## src/rtl/handshake_const_pkg.sv

```systemverilog
// Shared helpers for the handshake constant sequencer: index sizing and
// zero/sign extension of narrow table entries.
package handshake_const_pkg;

    // Widest output the extension helper supports.
    localparam int MAX_WIDTH = 64;

    typedef logic [MAX_WIDTH-1:0] wide_t;

    // Index width with a floor of one bit, so NUM_CONSTS = 1 still has a port.
    function automatic int idx_width(input int n);
        return (n > 1) ? $clog2(n) : 1;
    endfunction

    // Extends the low 'width' bits of value to MAX_WIDTH.
    // Bits at and above 'width' are replaced by the sign bit or by zeros.
    function automatic wide_t const_ext(input wide_t value, input int width,
                                        input bit sign_ext);
        wide_t r;
        logic  msb;
        r   = '0;
        msb = value[width-1];
        for (int i = 0; i < MAX_WIDTH; i++) begin
            if (i < width) r[i] = value[i];
            else           r[i] = sign_ext & msb;
        end
        return r;
    endfunction

endpackage

```

## src/rtl/handshake_oehb_slot.sv

```systemverilog
// One-slot opaque elastic buffer: registers data and valid and refills in the
// same cycle the held token is consumed, which keeps full throughput.
module handshake_oehb_slot #(
    parameter int DATA_WIDTH = 32
) (
    input  logic                  clk,
    input  logic                  rst,
    input  logic [DATA_WIDTH-1:0] ins,
    input  logic                  ins_valid,
    output logic                  ins_ready,
    output logic [DATA_WIDTH-1:0] outs,
    output logic                  outs_valid,
    input  logic                  outs_ready
);

    // Handshake: a token moves across an interface on a rising clk edge where
    // valid && ready are both 1; valid never depends on ready, and a valid
    // token with its data is held unchanged until it is taken.
    assign ins_ready = !outs_valid || outs_ready;

    always_ff @(posedge clk or posedge rst) begin
        if (rst) begin
            outs       <= '0;
            outs_valid <= 1'b0;
        end else if (ins_valid && ins_ready) begin
            outs       <= ins;
            outs_valid <= 1'b1;
        end else if (outs_ready) begin
            // Consumed with nothing to replace it: data keeps its last value.
            outs_valid <= 1'b0;
        end
    end

endmodule

```

## src/rtl/handshake_constant_seq.sv

```systemverilog
// Constant source that emits the next entry of a compile-time table for each
// control token, through a one-slot registered output (DATA_WIDTH <= 64).
module handshake_constant_seq
    import handshake_const_pkg::*;
#(
    parameter int                                 DATA_WIDTH  = 32,
    parameter int                                 CONST_WIDTH = 12,
    parameter int                                 NUM_CONSTS  = 4,
    parameter logic [NUM_CONSTS*CONST_WIDTH-1:0]  CONST_TABLE = '0,
    parameter bit                                 SIGN_EXT    = 1'b0,
    parameter bit                                 WRAP        = 1'b1
) (
    input  logic                                 clk,
    input  logic                                 rst,
    input  logic                                 ctrl_valid,
    output logic                                 ctrl_ready,
    input  logic                                 seq_restart,
    output logic [DATA_WIDTH-1:0]                outs,
    output logic                                 outs_valid,
    input  logic                                 outs_ready,
    output logic [idx_width(NUM_CONSTS)-1:0]     outs_idx
);

    localparam int              IW       = idx_width(NUM_CONSTS);
    localparam logic [IW-1:0]   LAST_IDX = IW'(NUM_CONSTS - 1);

    logic [IW-1:0]          idx_q;
    logic [IW-1:0]          idx_eff;
    logic [IW-1:0]          idx_next;
    logic [CONST_WIDTH-1:0] entry;
    logic [DATA_WIDTH-1:0]  entry_ext;
    logic                   accept;
    logic [IW-1:0]          slot_idx;
    logic [DATA_WIDTH-1:0]  slot_data;

    assign accept  = ctrl_valid && ctrl_ready;
    // A restart applies to the token accepted in the same cycle.
    assign idx_eff = seq_restart ? '0 : idx_q;

    always_comb begin
        idx_next = idx_eff + 1'b1;
        if (idx_eff == LAST_IDX) begin
            idx_next = WRAP ? '0 : LAST_IDX;
        end
    end

    assign entry     = CONST_TABLE[int'(idx_eff)*CONST_WIDTH +: CONST_WIDTH];
    assign entry_ext = DATA_WIDTH'(const_ext(wide_t'(entry), CONST_WIDTH, SIGN_EXT));

    always_ff @(posedge clk or posedge rst) begin
        if (rst) begin
            idx_q <= '0;
        end else if (accept) begin
            idx_q <= idx_next;
        end else if (seq_restart) begin
            idx_q <= '0;
        end
    end

    // The index rides alongside the data so outs_idx always names the held token.
    handshake_oehb_slot #(
        .DATA_WIDTH (DATA_WIDTH + IW)
    ) u_slot (
        .clk        (clk),
        .rst        (rst),
        .ins        ({idx_eff, entry_ext}),
        .ins_valid  (ctrl_valid),
        .ins_ready  (ctrl_ready),
        .outs       ({slot_idx, slot_data}),
        .outs_valid (outs_valid),
        .outs_ready (outs_ready)
    );

    assign outs     = slot_data;
    assign outs_idx = slot_idx;

endmodule
```

## config.mk

```make
export PLATFORM = sky130hd
export DESIGN_NAME = handshake_constant_seq
export DESIGN_NICKNAME = d
export VERILOG_FILES = /design/src/rtl/handshake_const_pkg.sv /design/src/rtl/handshake_oehb_slot.sv /design/src/rtl/handshake_constant_seq.sv
export SDC_FILE = /design/constraint.sdc
export NUM_CORES = 1
export LEC_CHECK = 0
export ABC_CLOCK_PERIOD_IN_PS = 1500
export CORE_MARGIN = 5
export CORE_UTILIZATION = 33
export CTS_CLUSTER_DIAMETER = 40
export CTS_CLUSTER_SIZE = 25
export DETAILED_ROUTE_END_ITERATION = 7
export GPL_ROUTABILITY_DRIVEN = 0
export GPL_TIMING_DRIVEN = 0
export PLACE_DENSITY = 0.83
export RECOVER_POWER = 50
export SETUP_SLACK_MARGIN = 0.05
export SYNTH_ARGS = -nofsm -noshare
export SYNTH_HDL_FRONTEND = slang
export SYNTH_SLANG_ARGS = --single-unit
```

## constraint.sdc

```tcl
create_clock -name clk -period 1.5 [get_ports clk]
set_input_delay 0.3 -clock clk [delete_from_list [all_inputs] [get_ports clk]]
set_output_delay 0.3 -clock clk [all_outputs]
set_load 0.01 [all_outputs]
```

# After elaboration in Yosys (flattened, before gate mapping)

Index checks and enable logic that the tools add are counted.

Register bits: 17
Input port bits: 5

Reductions and logical operators: 4
Shift-type cells: 1
$add $sub $neg: 1
Mux-type cells: 5
Multipliers: 1
Equality and inequality tests: 1

Operator list:

| operator                                                    | count |
|---|---|
| variable part select 48 x 7 -> 12 bit, first input constant | 1 |
| 2-to-1 mux 2 bit                                            | 3 |
| multiplier 2 x 2 -> 4 bit, second input constant            | 1 |
| adder 2 x 1 -> 2 bit, second input constant                 | 1 |
| equality test 2 bit, second input constant                  | 1 |
| 2-to-1 mux 1 bit                                            | 2 |
| nonzero test 2 bit                                          | 1 |
| logical AND 1 bit                                           | 1 |
| zero test 1 bit                                             | 1 |
| logical OR 1 bit                                            | 1 |

# Longest topological paths before layout

Depth in word-level cells: 4
Depth in mapped cells: 3
Depth with buffers taken out: 3

# By module

Synthesis repeated with hierarchy kept, for this count alone.

Cell total of the unflattened synthesis: 87
Area, all modules: 1576.5 um^2

Modules (own cells, without submodules):

| module                 | sequential area each (um^2) | cells each | instances | area each (um^2) |
|---|---|---|---|---|
| handshake_oehb_slot    | 875.8                       | 76         | 1         | 1467.7 |
| handshake_constant_seq | 50.0                        | 11         | 1         | 108.9 |

# Worst setup path after synthesis

Ideal clock, no wire load.

Path type: flip-flop to flip-flop
Start point: register u_slot.outs_valid
End point: register u_slot.outs[32]
Setup slack: 0.481 ns
Data required time: 1.375 ns
Arrival time: 0.894 ns
Library setup time: 0.125 ns
Cell stages (with the launch flop): 4
Path through: dfrtp_1 -> nand2b_4 -> nand2_4 -> mux2_4

Word-level cells in the longest chain between the ends: 3

RTL lines:

| what                     | RTL line                     | source |
|---|---|---|
| start: declaration       | handshake_oehb_slot.sv:12    | `output logic outs_valid,` |
| start signal: assignment | handshake_oehb_slot.sv:24    | `outs_valid <= 1'b0;` |
| start signal: assignment | handshake_oehb_slot.sv:27    | `outs_valid <= 1'b1;` |
| start signal: assignment | handshake_oehb_slot.sv:30    | `outs_valid <= 1'b0;` |
| zero test 1 bit          | handshake_oehb_slot.sv:19    | `assign ins_ready = !outs_valid \|\| outs_ready;` |
| logical OR 1 bit         | handshake_oehb_slot.sv:19    |  |
| net ctrl_ready           | handshake_constant_seq.sv:16 | `output logic ctrl_ready,` |
| logical AND 1 bit        | handshake_oehb_slot.sv:25    | `end else if (ins_valid && ins_ready) begin` |
| end signal: assignment   | handshake_oehb_slot.sv:26    | `outs <= ins;` |
| end: declaration         | handshake_oehb_slot.sv:11    | `output logic [DATA_WIDTH-1:0] outs,` |

The timed path passes the listed nets, and every way through them passes these cells.
A chain may end at the register's enable or synchronous reset.

# Final worst setup path

Start point: input outs_ready
End point: output ctrl_ready

Word-level cells in the longest chain between the ends: 1

RTL lines:

| what               | RTL line                     | source |
|---|---|---|
| start: declaration | handshake_constant_seq.sv:20 | `input logic outs_ready,` |
| logical OR 1 bit   | handshake_oehb_slot.sv:19    |  |
| end: declaration   | handshake_constant_seq.sv:16 |  |

No other way between the ends.

==> impl_metrics.env <==
export IMPL_utilization_pct=53.8
export IMPL_drtIter0Drc=1
export IMPL_groute_usage_overall_pct=8.49
export IMPL_r2r_end="u_slot.outs[32]"
export IMPL_power_w=0.000484
export IMPL_timing_rr_start="u_slot.outs_valid"
export IMPL_synth_cell_type_count=15
export IMPL_via_per_inst=3.00
export IMPL_core_um2=1330
export IMPL_period_needed_ns=1.35
export IMPL_grt_pass1_vias=306
export IMPL_fp_dieH_um=48.0
export IMPL_syn2layout_area_growth_pct=50.4
export IMPL_finalSetupViolCount=0
export IMPL_synthCells=51
export IMPL_grt_start_max_net_pins=6
export IMPL_cts_buffers=3
export IMPL_yosysWarnings=0
export IMPL_path_max_fanout=5
export IMPL_cts_sink_count=5
export IMPL_nets=100
export IMPL_postSynthAreaPerCell_um2=9.35
export IMPL_htree_levels=1
export IMPL_firstDrtPassIters=3
export IMPL_worst_clock_skew_ns=0.00344
export IMPL_slew_violations=0
export IMPL_rows=13
export IMPL_path_class="in2out"
export IMPL_layout_drive_gt1_share_pct=42.6
export IMPL_ant_nets=0
export IMPL_status="finished clean"
export IMPL_drc_errors=0
export IMPL_rr_worst_depth=3
export IMPL_syn_cell_area_um2=477
export IMPL_wl_um=873
export IMPL_wire_per_inst_um=8.01
export IMPL_hold_violations=0
export IMPL_grt_pass1_wl_mm=1.25
export IMPL_clock_latency_ns=0.23
export IMPL_grt_ovfl_total=0
export IMPL_diodes=0
export IMPL_fmax_ghz=0.743
export IMPL_cap_violations=0
export IMPL_synth_seq_cells=5
export IMPL_fp_dieW_um=48.0
export IMPL_fillCellCount=140
export IMPL_start_util_pct=35.7
export IMPL_io_buffer_count=8
export IMPL_cp_required_ns=1.20
export IMPL_seq_area_frac_synth_pct=26.2
export IMPL_io_pins=41
export IMPL_peakVddDrop_mv=0.380
export IMPL_place_inst=105
export IMPL_end_kind="primary output"
export IMPL_start_kind="input port"
export IMPL_p_leak_nw=0.480
export IMPL_hold_path_class="in2async"
export IMPL_fin_crit_sh_pct=89.7
export IMPL_vias=327
export IMPL_rrSetupSlack_ns=0.50
export IMPL_die_area_um2=2300
export IMPL_clk_pin_slew_ns=0.04
export IMPL_cts_root_buf="clkbuf_4"
export IMPL_cellPowerDensity_nw_per_um2=675
export IMPL_final_instance_count_excl_fill=109
export IMPL_antenna_found_initial=0
export IMPL_max_clock_path_buffers=2
export IMPL_cp_arrival_ns=1.05
export IMPL_rsz0062_at_grt="no"
export IMPL_tritoncts="done"
registers in the layout, indices dropped and copies added (netlist names):
name	count
u_slot.outs_valid	1
u_slot.outs	2
idx_q	2
logic make-up after synthesis:
family	count (synthesis)	share of synthesized area [%]
buffers and inverters	34	52.0
AND/OR/NAND/NOR	6	10.2
flip-flops	5	26.2
AO/OA/AOI/OAI	2	3.68
multiplexers	2	5.25
XOR/XNOR	1	1.84
other	1	0.787
worst max path at each step:
stage	cells after the start	startpoint	to	slack [ns]
finish	3	outs_ready	ctrl_ready	0.15
global placement	3	outs_ready	ctrl_ready	-0.25
detailed placement	3	outs_ready	ctrl_ready	-0.26
floorplan	3	u_slot.outs_valid	u_slot.outs[32]	0.48
CTS	3	outs_ready	ctrl_ready	0.04
global route	3	outs_ready	ctrl_ready	0.13
synthesized netlist by cell type:
cell type / n / area, um2
nand2_4: 1 / 11.3
dfrtp_1: 5 / 125
nor2_1: 1 / 3.75
conb_1: 1 / 3.75
a31oi_1: 1 / 6.26
or2b_1: 1 / 7.51
inv_1: 2 / 7.51
nand2b_4: 1 / 13.8
mux2i_1: 1 / 10.0
buf_4: 32 / 240
nand2b_1: 1 / 6.26
nor2b_1: 1 / 6.26
xnor2_1: 1 / 8.76
a41o_2: 1 / 11.3
mux2_4: 1 / 15.0
area by class of cell:
type | count | area [um2] | share of cell area [%]
Buffer | 32 | 240 | 33.5
Multi-Input combinational cell | 43 | 220 | 30.7
Sequential cell | 5 | 125 | 17.5
Timing Repair Buffer | 8 | 78.8 | 11.0
Clock buffer | 4 | 26.3 | 3.66
Tap cell | 15 | 18.8 | 2.62
Inverter | 2 | 7.51 | 1.05
worst max-delay path, cell delays in order:
cell and delay (ns):
clkdlybuf4s50_1 0.45, nand2b_4 0.15, clkbuf_2 0.14
metrics by stage:
stage / setup WS, ns / hold WS (ns) / TNS, ns / instance area [um2]
finish: 0.154 / 0.399 / 0 / 717
CTS: 0.0365 / 0.260 / 0 / 717
floorplan: 0.481 / 0.0785 / 0 / 593
global route: 0.127 / 0.426 / 0 / 717
detailed placement: -0.261 / 0.508 / -0.261 / 692
global placement: -0.247 / 0.497 / -0.247 / 692
where the power goes:
part | total [W] | internal (W) | switching, W | leakage [nW]
Sequential | 0.000160 | 0.000151 | 0.00000911 | 0.0633
Clock | 0.000148 | 0.000100 | 0.0000482 | 0.0150
Combinational | 0.000175 | 0.0000958 | 0.0000792 | 0.401
timing repair:
item	CTS	global route
gates resized for setup	3	3
pin swaps	0	0
setup buffers	0	0
hold buffers	0	0
endpoints found under the setup margin	2	3
metal layers:
metal,vias up,GRT usage [%],share of wire [%]
li1,178,-,-
met1,129,7.37,28
met2,18,15.3,59
met3,2,3.38,12
met4,0,6.45,0.80
met5,-,0,0
cell usage in the layout (no fill, tap or decap):
cell type and count:
xnor2_1 1, nand2b_4 1, dlygate4sd2_1 1, conb_1 32, nand2_4 1, dlymetal6s2s_1 2
dfrtp_1 5, nor2b_1 1, clkbuf_4 3, buf_4 32, mux2i_1 1, mux2_4 1
clkbuf_1 1, a31oi_1 1, clkbuf_2 1, nor2_1 1, nand2b_1 1, a41o_2 1
or2b_1 1, clkdlybuf4s50_1 2, dlygate4sd3_1 2, inv_1 2
No activity file was read; power rests on OpenSTA's default activity.
